$ cat src/rtl/crc_sched_pkg.sv
// Shared types and defaults for the scheduled serial CRC engine.
// Holds the FSM state encoding, default CRC geometry and the counter-width helper.
// No ports; imported by crc_lfsr_serial and crc_serial_sched.
package crc_sched_pkg;

    typedef enum logic [1:0] {
        IDLE  = 2'd0,
        SHIFT = 2'd1,
        DONE  = 2'd2
    } state_e;

    localparam int                    DEF_DATA_W = 10;
    localparam int                    DEF_CRC_W  = 3;
    // Low-order generator coefficients; x^CRC_W is implicit (x^3 + x + 1).
    localparam logic [DEF_CRC_W-1:0]  DEF_POLY   = 3'b011;
    localparam logic [DEF_CRC_W-1:0]  DEF_INIT   = 3'b000;

    // Bits needed to count 0..n-1; never less than one bit.
    function automatic int clog2(input int n);
        int w;
        w = 1;
        while ((1 << w) < n) begin
            w = w + 1;
        end
        return w;
    endfunction

endpackage

$ cat src/rtl/crc_lfsr_serial.sv
// Bit-serial CRC LFSR: one message bit per enabled cycle, MSB first.
// Latency: register updates one edge after en/clr; no backpressure (pure datapath).
// Ports: clk, reset (async active-low), clr (load INIT), en (shift bit_in), crc (current remainder).
module crc_lfsr_serial
    import crc_sched_pkg::*;
#(
    parameter int               CRC_W = DEF_CRC_W,
    parameter logic [CRC_W-1:0] POLY  = DEF_POLY,
    parameter logic [CRC_W-1:0] INIT  = DEF_INIT
) (
    input  logic             clk,
    input  logic             reset,
    input  logic             clr,
    input  logic             en,
    input  logic             bit_in,
    output logic [CRC_W-1:0] crc
);

    logic [CRC_W-1:0] crc_q;
    logic [CRC_W-1:0] crc_d;
    logic             fb;

    always_comb begin
        fb    = crc_q[CRC_W-1] ^ bit_in;
        crc_d = crc_q;
        if (clr) begin
            crc_d = INIT;
        end else if (en) begin
            crc_d = {crc_q[CRC_W-2:0], 1'b0} ^ (fb ? POLY : {CRC_W{1'b0}});
        end
    end

    always_ff @(posedge clk or negedge reset) begin
        if (!reset) begin
            crc_q <= INIT;
        end else begin
            crc_q <= crc_d;
        end
    end

    assign crc = crc_q;

endmodule

$ cat src/rtl/crc_serial_sched.sv
// Round-robin scheduler sharing one serial CRC LFSR between two requesters.
// Latency: crc_valid rises DATA_W edges after accept; one message per DATA_W+2 cycles back to back.
// Backpressure: result held in DONE until crc_ready; no new accept until the result is taken.
// Ports: s0_*/s1_* request valid/ready/data, crc_valid/crc_ready/crc_out/crc_src result, busy.
module crc_serial_sched
    import crc_sched_pkg::*;
#(
    parameter int               DATA_W = DEF_DATA_W,
    parameter int               CRC_W  = DEF_CRC_W,
    parameter logic [CRC_W-1:0] POLY   = DEF_POLY,
    parameter logic [CRC_W-1:0] INIT   = DEF_INIT
) (
    input  logic              clk,
    input  logic              reset,
    input  logic              s0_valid,
    input  logic [DATA_W-1:0] s0_data,
    output logic              s0_ready,
    input  logic              s1_valid,
    input  logic [DATA_W-1:0] s1_data,
    output logic              s1_ready,
    output logic              crc_valid,
    input  logic              crc_ready,
    output logic [CRC_W-1:0]  crc_out,
    output logic              crc_src,
    output logic              busy
);

    localparam int               CNT_W    = clog2(DATA_W);
    localparam logic [CNT_W-1:0] LAST_CNT = CNT_W'(DATA_W - 1);

    state_e              state_q, state_d;
    logic [DATA_W-1:0]   sh_q, sh_d;
    logic [CNT_W-1:0]    cnt_q, cnt_d;
    logic                src_q, src_d;
    logic                last_q, last_d;

    logic                any_vld;
    logic                gnt;
    logic                accept;
    logic                shifting;
    logic [CRC_W-1:0]    lfsr_crc;

    // Arbiter: a lone requester always wins; on a tie the one not served last wins.
    // Reset gating keeps both readys low while reset is asserted.
    assign any_vld  = s0_valid | s1_valid;
    assign gnt      = (s0_valid & s1_valid) ? ~last_q : s1_valid;
    assign accept   = (state_q == IDLE) & any_vld & reset;
    assign s0_ready = accept & ~gnt;
    assign s1_ready = accept & gnt;
    assign shifting = (state_q == SHIFT);

    always_comb begin
        state_d = state_q;
        sh_d    = sh_q;
        cnt_d   = cnt_q;
        src_d   = src_q;
        last_d  = last_q;
        case (state_q)
            IDLE: begin
                if (accept) begin
                    sh_d    = gnt ? s1_data : s0_data;
                    cnt_d   = '0;
                    src_d   = gnt;
                    last_d  = gnt;
                    state_d = SHIFT;
                end
            end
            SHIFT: begin
                sh_d = sh_q << 1;
                // Counter parks at the last index so it never wraps inside a message.
                if (cnt_q == LAST_CNT) begin
                    state_d = DONE;
                end else begin
                    cnt_d = cnt_q + 1'b1;
                end
            end
            DONE: begin
                if (crc_ready) begin
                    state_d = IDLE;
                end
            end
            default: begin
                state_d = IDLE;
            end
        endcase
    end

    always_ff @(posedge clk or negedge reset) begin
        if (!reset) begin
            state_q <= IDLE;
            sh_q    <= '0;
            cnt_q   <= '0;
            src_q   <= 1'b0;
            last_q  <= 1'b1;
        end else begin
            state_q <= state_d;
            sh_q    <= sh_d;
            cnt_q   <= cnt_d;
            src_q   <= src_d;
            last_q  <= last_d;
        end
    end

    crc_lfsr_serial #(
        .CRC_W (CRC_W),
        .POLY  (POLY),
        .INIT  (INIT)
    ) u_lfsr (
        .clk    (clk),
        .reset  (reset),
        .clr    (accept),
        .en     (shifting),
        .bit_in (sh_q[DATA_W-1]),
        .crc    (lfsr_crc)
    );

    // Outputs decode straight from state so a reset drops them without waiting for a clock.
    assign crc_valid = (state_q == DONE);
    assign busy      = (state_q != IDLE);
    assign crc_out   = crc_valid ? lfsr_crc : {CRC_W{1'b0}};
    assign crc_src   = src_q;

endmodule

$ cat config.mk
export PLATFORM = sky130hd
export DESIGN_NAME = crc_serial_sched
export DESIGN_NICKNAME = d
export VERILOG_FILES = /design/src/rtl/crc_sched_pkg.sv /design/src/rtl/crc_lfsr_serial.sv /design/src/rtl/crc_serial_sched.sv
export SDC_FILE = /design/constraint.sdc
export NUM_CORES = 1
export LEC_CHECK = 0
export BUFFER_PORTS_ARGS = -buffer_cell sky130_fd_sc_hd__buf_4
export CAP_MARGIN = 10
export CORE_MARGIN = 2
export CORE_UTILIZATION = 52
export DETAILED_ROUTE_END_ITERATION = 7
export PLACE_DENSITY = 0.78
export SYNTH_ARGS = -nofsm -noshare
export SYNTH_HDL_FRONTEND = slang
export SYNTH_SLANG_ARGS = --single-unit
$ cat constraint.sdc
create_clock -name clk -period 1.71 [get_ports clk]
set_input_delay 0 -clock clk [delete_from_list [all_inputs] [get_ports clk]]
set_output_delay 0 -clock clk [all_outputs]
set_load 0.01 [all_outputs]
==> impl_metrics.json <==
{
  "core_area_mm2": 0.00225,
  "seq_area_um2": 527,
  "drt-met1-wl_mm": 1.41,
  "p_switching_w": 0.000864,
  "ys_warn_count": 0,
  "finalCriticalPeriod_ns": 1.56,
  "maxSlewHeadroom": 0.712,
  "synth_edf_count": 0,
  "routedWlPerCell_um": 15.2,
  "irDropWorstVdd_mv": 1.23,
  "firstDrtPassIters": 4,
  "synth_common_cells": "nand2_1 (22), dfrtp_1 (20), and3_1 (12), o21ai_0 (12)",
  "pre_cts_ws_ns": 0.0634,
  "cts_htree_levels": 1,
  "p_per_area_mw_per_mm2": 1330,
  "nNetsFinal": 207,
  "portBuffers": 32,
  "syn_area_mm2": 0.00125,
  "period_share": 0.910,
  "fillCellCount": 178,
  "p_leak_nw": 0.844,
  "cts_tree": "built",
  "antenna_found_initial": 0,
  "die-area_mm2": 0.00282,
  "syn_area_per_cell_um2": 9.30,
  "multiInputGateArea_um2": 668,
  "cts_made_buffers": 3,
  "drt_iter0_markers": 19,
  "grt_max_degree": 20,
  "final_max_slew_viol_count": 0,
  "end_kind": "primary output",
  "required_ns": 1.71,
  "yosysMostFrequentCell": "nand2_1",
  "path_cells": "buf_4 -> nor2b_1 -> and2_1 -> buf_4",
  "clockBufferDepth": 2,
  "clkSinkCount": 21,
  "final.setup.worst_slack_ns": 0.154,
  "die_w_um": 53.1,
  "setup_viol": 0,
  "crit_path_frequent_cell": "buf_4",
  "yosysSeqAreaShare": 0.420,
  "clock_latency_ns": 0.30,
  "synth_ff_type": "dfrtp_1",
  "netlist.area_leader.share": 0.399,
  "die_y_um": 53.1,
  "rsz0062_at_grt": "false",
  "num_vias": 1169,
  "switching_share": 0.387,
  "clk_pin_slew_ns": 0.12,
  "drive_above_1_share": 0.279,
  "max_freq_ghz": 0.642,
  "dr_wl_met2_mm": 1.56,
  "final_hold_viol_count": 0,
  "ant_nets": 0,
  "p_int_w": 0.00137,
  "clockPowerShare": 0.106,
  "crit_path_max_incr_delay_ns": 0.46,
  "worst_hold_slack_ns": 0.0106,
  "io_pins": 33,
  "maxCapViolations": 0,
  "crit_family": "simple AND/OR/NAND/NOR gates",
  "crit_path_start_kind": "flop",
  "num_rows": 17,
  "seqPwrFrac": 0.415,
  "ys_top_cells_by_area": "dfrtp_1 (40%), a2111o_1 (8.1%), nand2_1 (6.6%)",
  "post-route-util": 0.743,
  "syn-num-nets": 162,
  "synth.largest_area_cell": "dfrtp_1",
  "synth_cell_types": 35,
  "fin_cells": 207,
  "grt_overflow": 0,
  "tns_ns": 0,
  "drc": 0,
  "ys_ff_latch": 21,
  "syn_to_final_growth_pct": 33.4,
  "grt_pass1_vias": 1186,
  "start_util": 0.557,
  "synthArstFlopShare": 1.00,
  "diodes": 0,
  "cts-root-buf": "clkbuf_4",
  "placedCellCount": 191,
  "critPathArrivalTime_ns": 1.56,
  "place.gp.congestion": 0.777,
  "fin_skew_ns": 0.00422,
  "cpMaxStageDelayCell": "dfrtp_1",
  "worst_pin_slew_ns": 0.429,
  "crit_fanout": 9,
  "vias_per_cell": 5.65,
  "wirelength_mm": 3.15,
  "dr_wl_met3_um": 122,
  "cp_num_buf_inv": 2,
  "status": "completed",
  "synthCells": 135,
  "track_usage": 0.272,
  "dpl.hpwl_mm": 2.14,
  "highest_layer": "met4",
  "power_frac_comb": 0.478,
  "grt_pass1_wl_mm": 5.50,
  "hold_class": "in -> reg",
  "path_class": "reg -> out"
}
[final cells by class]
| type | instances | share of cell area |
|---|---|---|
| multi-input cells | 101 | 0.399 |
| flip-flops and latches | 21 | 0.315 |
| repair buffers | 50 | 0.242 |
| well taps | 28 | 0.0209 |
| clock buffers | 3 | 0.0135 |
| inverters | 3 | 0.00673 |
| clock inverters | 1 | 0.00299 |
[cells in the final DEF (no fill, tap or decap)]
master          n
a2111o_1        9
a211o_1         2
a21boi_2        1
a21oi_1         4
a221o_1         1
a22o_1          1
and2_1          4
and3_1         12
and3_4          1
and3b_1         1
buf_4          38
clkbuf_4        3
clkinv_2        1
dfrtp_1        20
dfstp_2         1
dlygate4sd3_1  12
ha_1            2
inv_1           3
nand2_1        22
nand2b_1        2
nand3_1         2
nor2b_1         2
nor3_1          2
nor3b_1         9
nor3b_2         1
o21a_1          1
o21a_2          1
o21ai_0        12
o21ba_2         2
o21bai_1        1
o22ai_1         2
or2_2           1
or3_1           1
xnor2_1         1
xor2_1          1
[per-stage QoR]
| step | cell area (um^2) | total power (W) |
|---|---|---|
| 3_3_place_gp | 1520 | 0.00189 |
| 4_1_cts | 1670 | 0.00222 |
| 2_1_floorplan | 1250 | 0.00165 |
| 5_1_grt | 1670 | 0.00244 |
| 6_report | 1670 | 0.00223 |
| 3_5_place_dp | 1520 | 0.00196 |
[sequential cells by signal (all words and copies together), names as in the netlist]
register / flops
sh_q: 10
cnt_q: 4
u_lfsr.crc: 3
state_q: 2
crc_src: 1
last_q: 1
[repair_timing]
item	4_1_cts	5_1_grt
hold buffers	12	0
buffers inserted	0	0
hold endpoints to repair	32	0
endpoints found under the setup margin	1	1
resized for setup	1	1
[power by group through the flow]
stage | Combinational, W | Clock (W) | Sequential (W)
finish | 0.00107 | 0.000238 | 0.000928
global route | 0.00121 | 0.000261 | 0.000962
CTS | 0.00106 | 0.000247 | 0.000915
detailed placement | 0.00103 | 0 | 0.000923
global placement | 0.000987 | 0 | 0.000907
floorplan | 0.000782 | 0 | 0.000869
[cells by family (layout without fill, tap and decap cells)]
family                   count (synthesis)  after routing  synth area share
AO/OA/AOI/OAI                           37             37             0.224
XOR/XNOR                                 2              2            0.0140
adder cells (fa/ha/maj)                  2              2            0.0199
buffers and inverters                   13             57            0.0508
flip-flops                              21             21             0.420
AND/OR/NAND/NOR                         60             60             0.271
[tightest hold or removal path, cell delays in order]
cell and delay (ns):
buf_4 0.07, and3_1 0.13, a2111o_1 0.08
[per-layer routing]
layer / track usage / vias up
met1: 0.355 / 563
met2: 0.460 / 28
met3: 0.0282 / 6
met5: 0 / -
li1: - / 572
met4: 0.107 / 0
[final timing paths]
kind / endpoint / slack (ns) / cells past startpoint / start
min reg2reg: crc_src / 0.53 / 1 / crc_src
min in group asynchronous: sh_q[1] / 0.02 / 2 / reset
max reg2reg: cnt_q[1] / 0.21 / 4 / cnt_q[0]
max in group asynchronous: last_q / 1.21 / 3 / reset
min: sh_q[4] / 0.01 / 3 / s1_data[4]
max: crc_out[1] / 0.15 / 4 / state_q[0]
No activity file was read; power rests on OpenSTA's default activity.
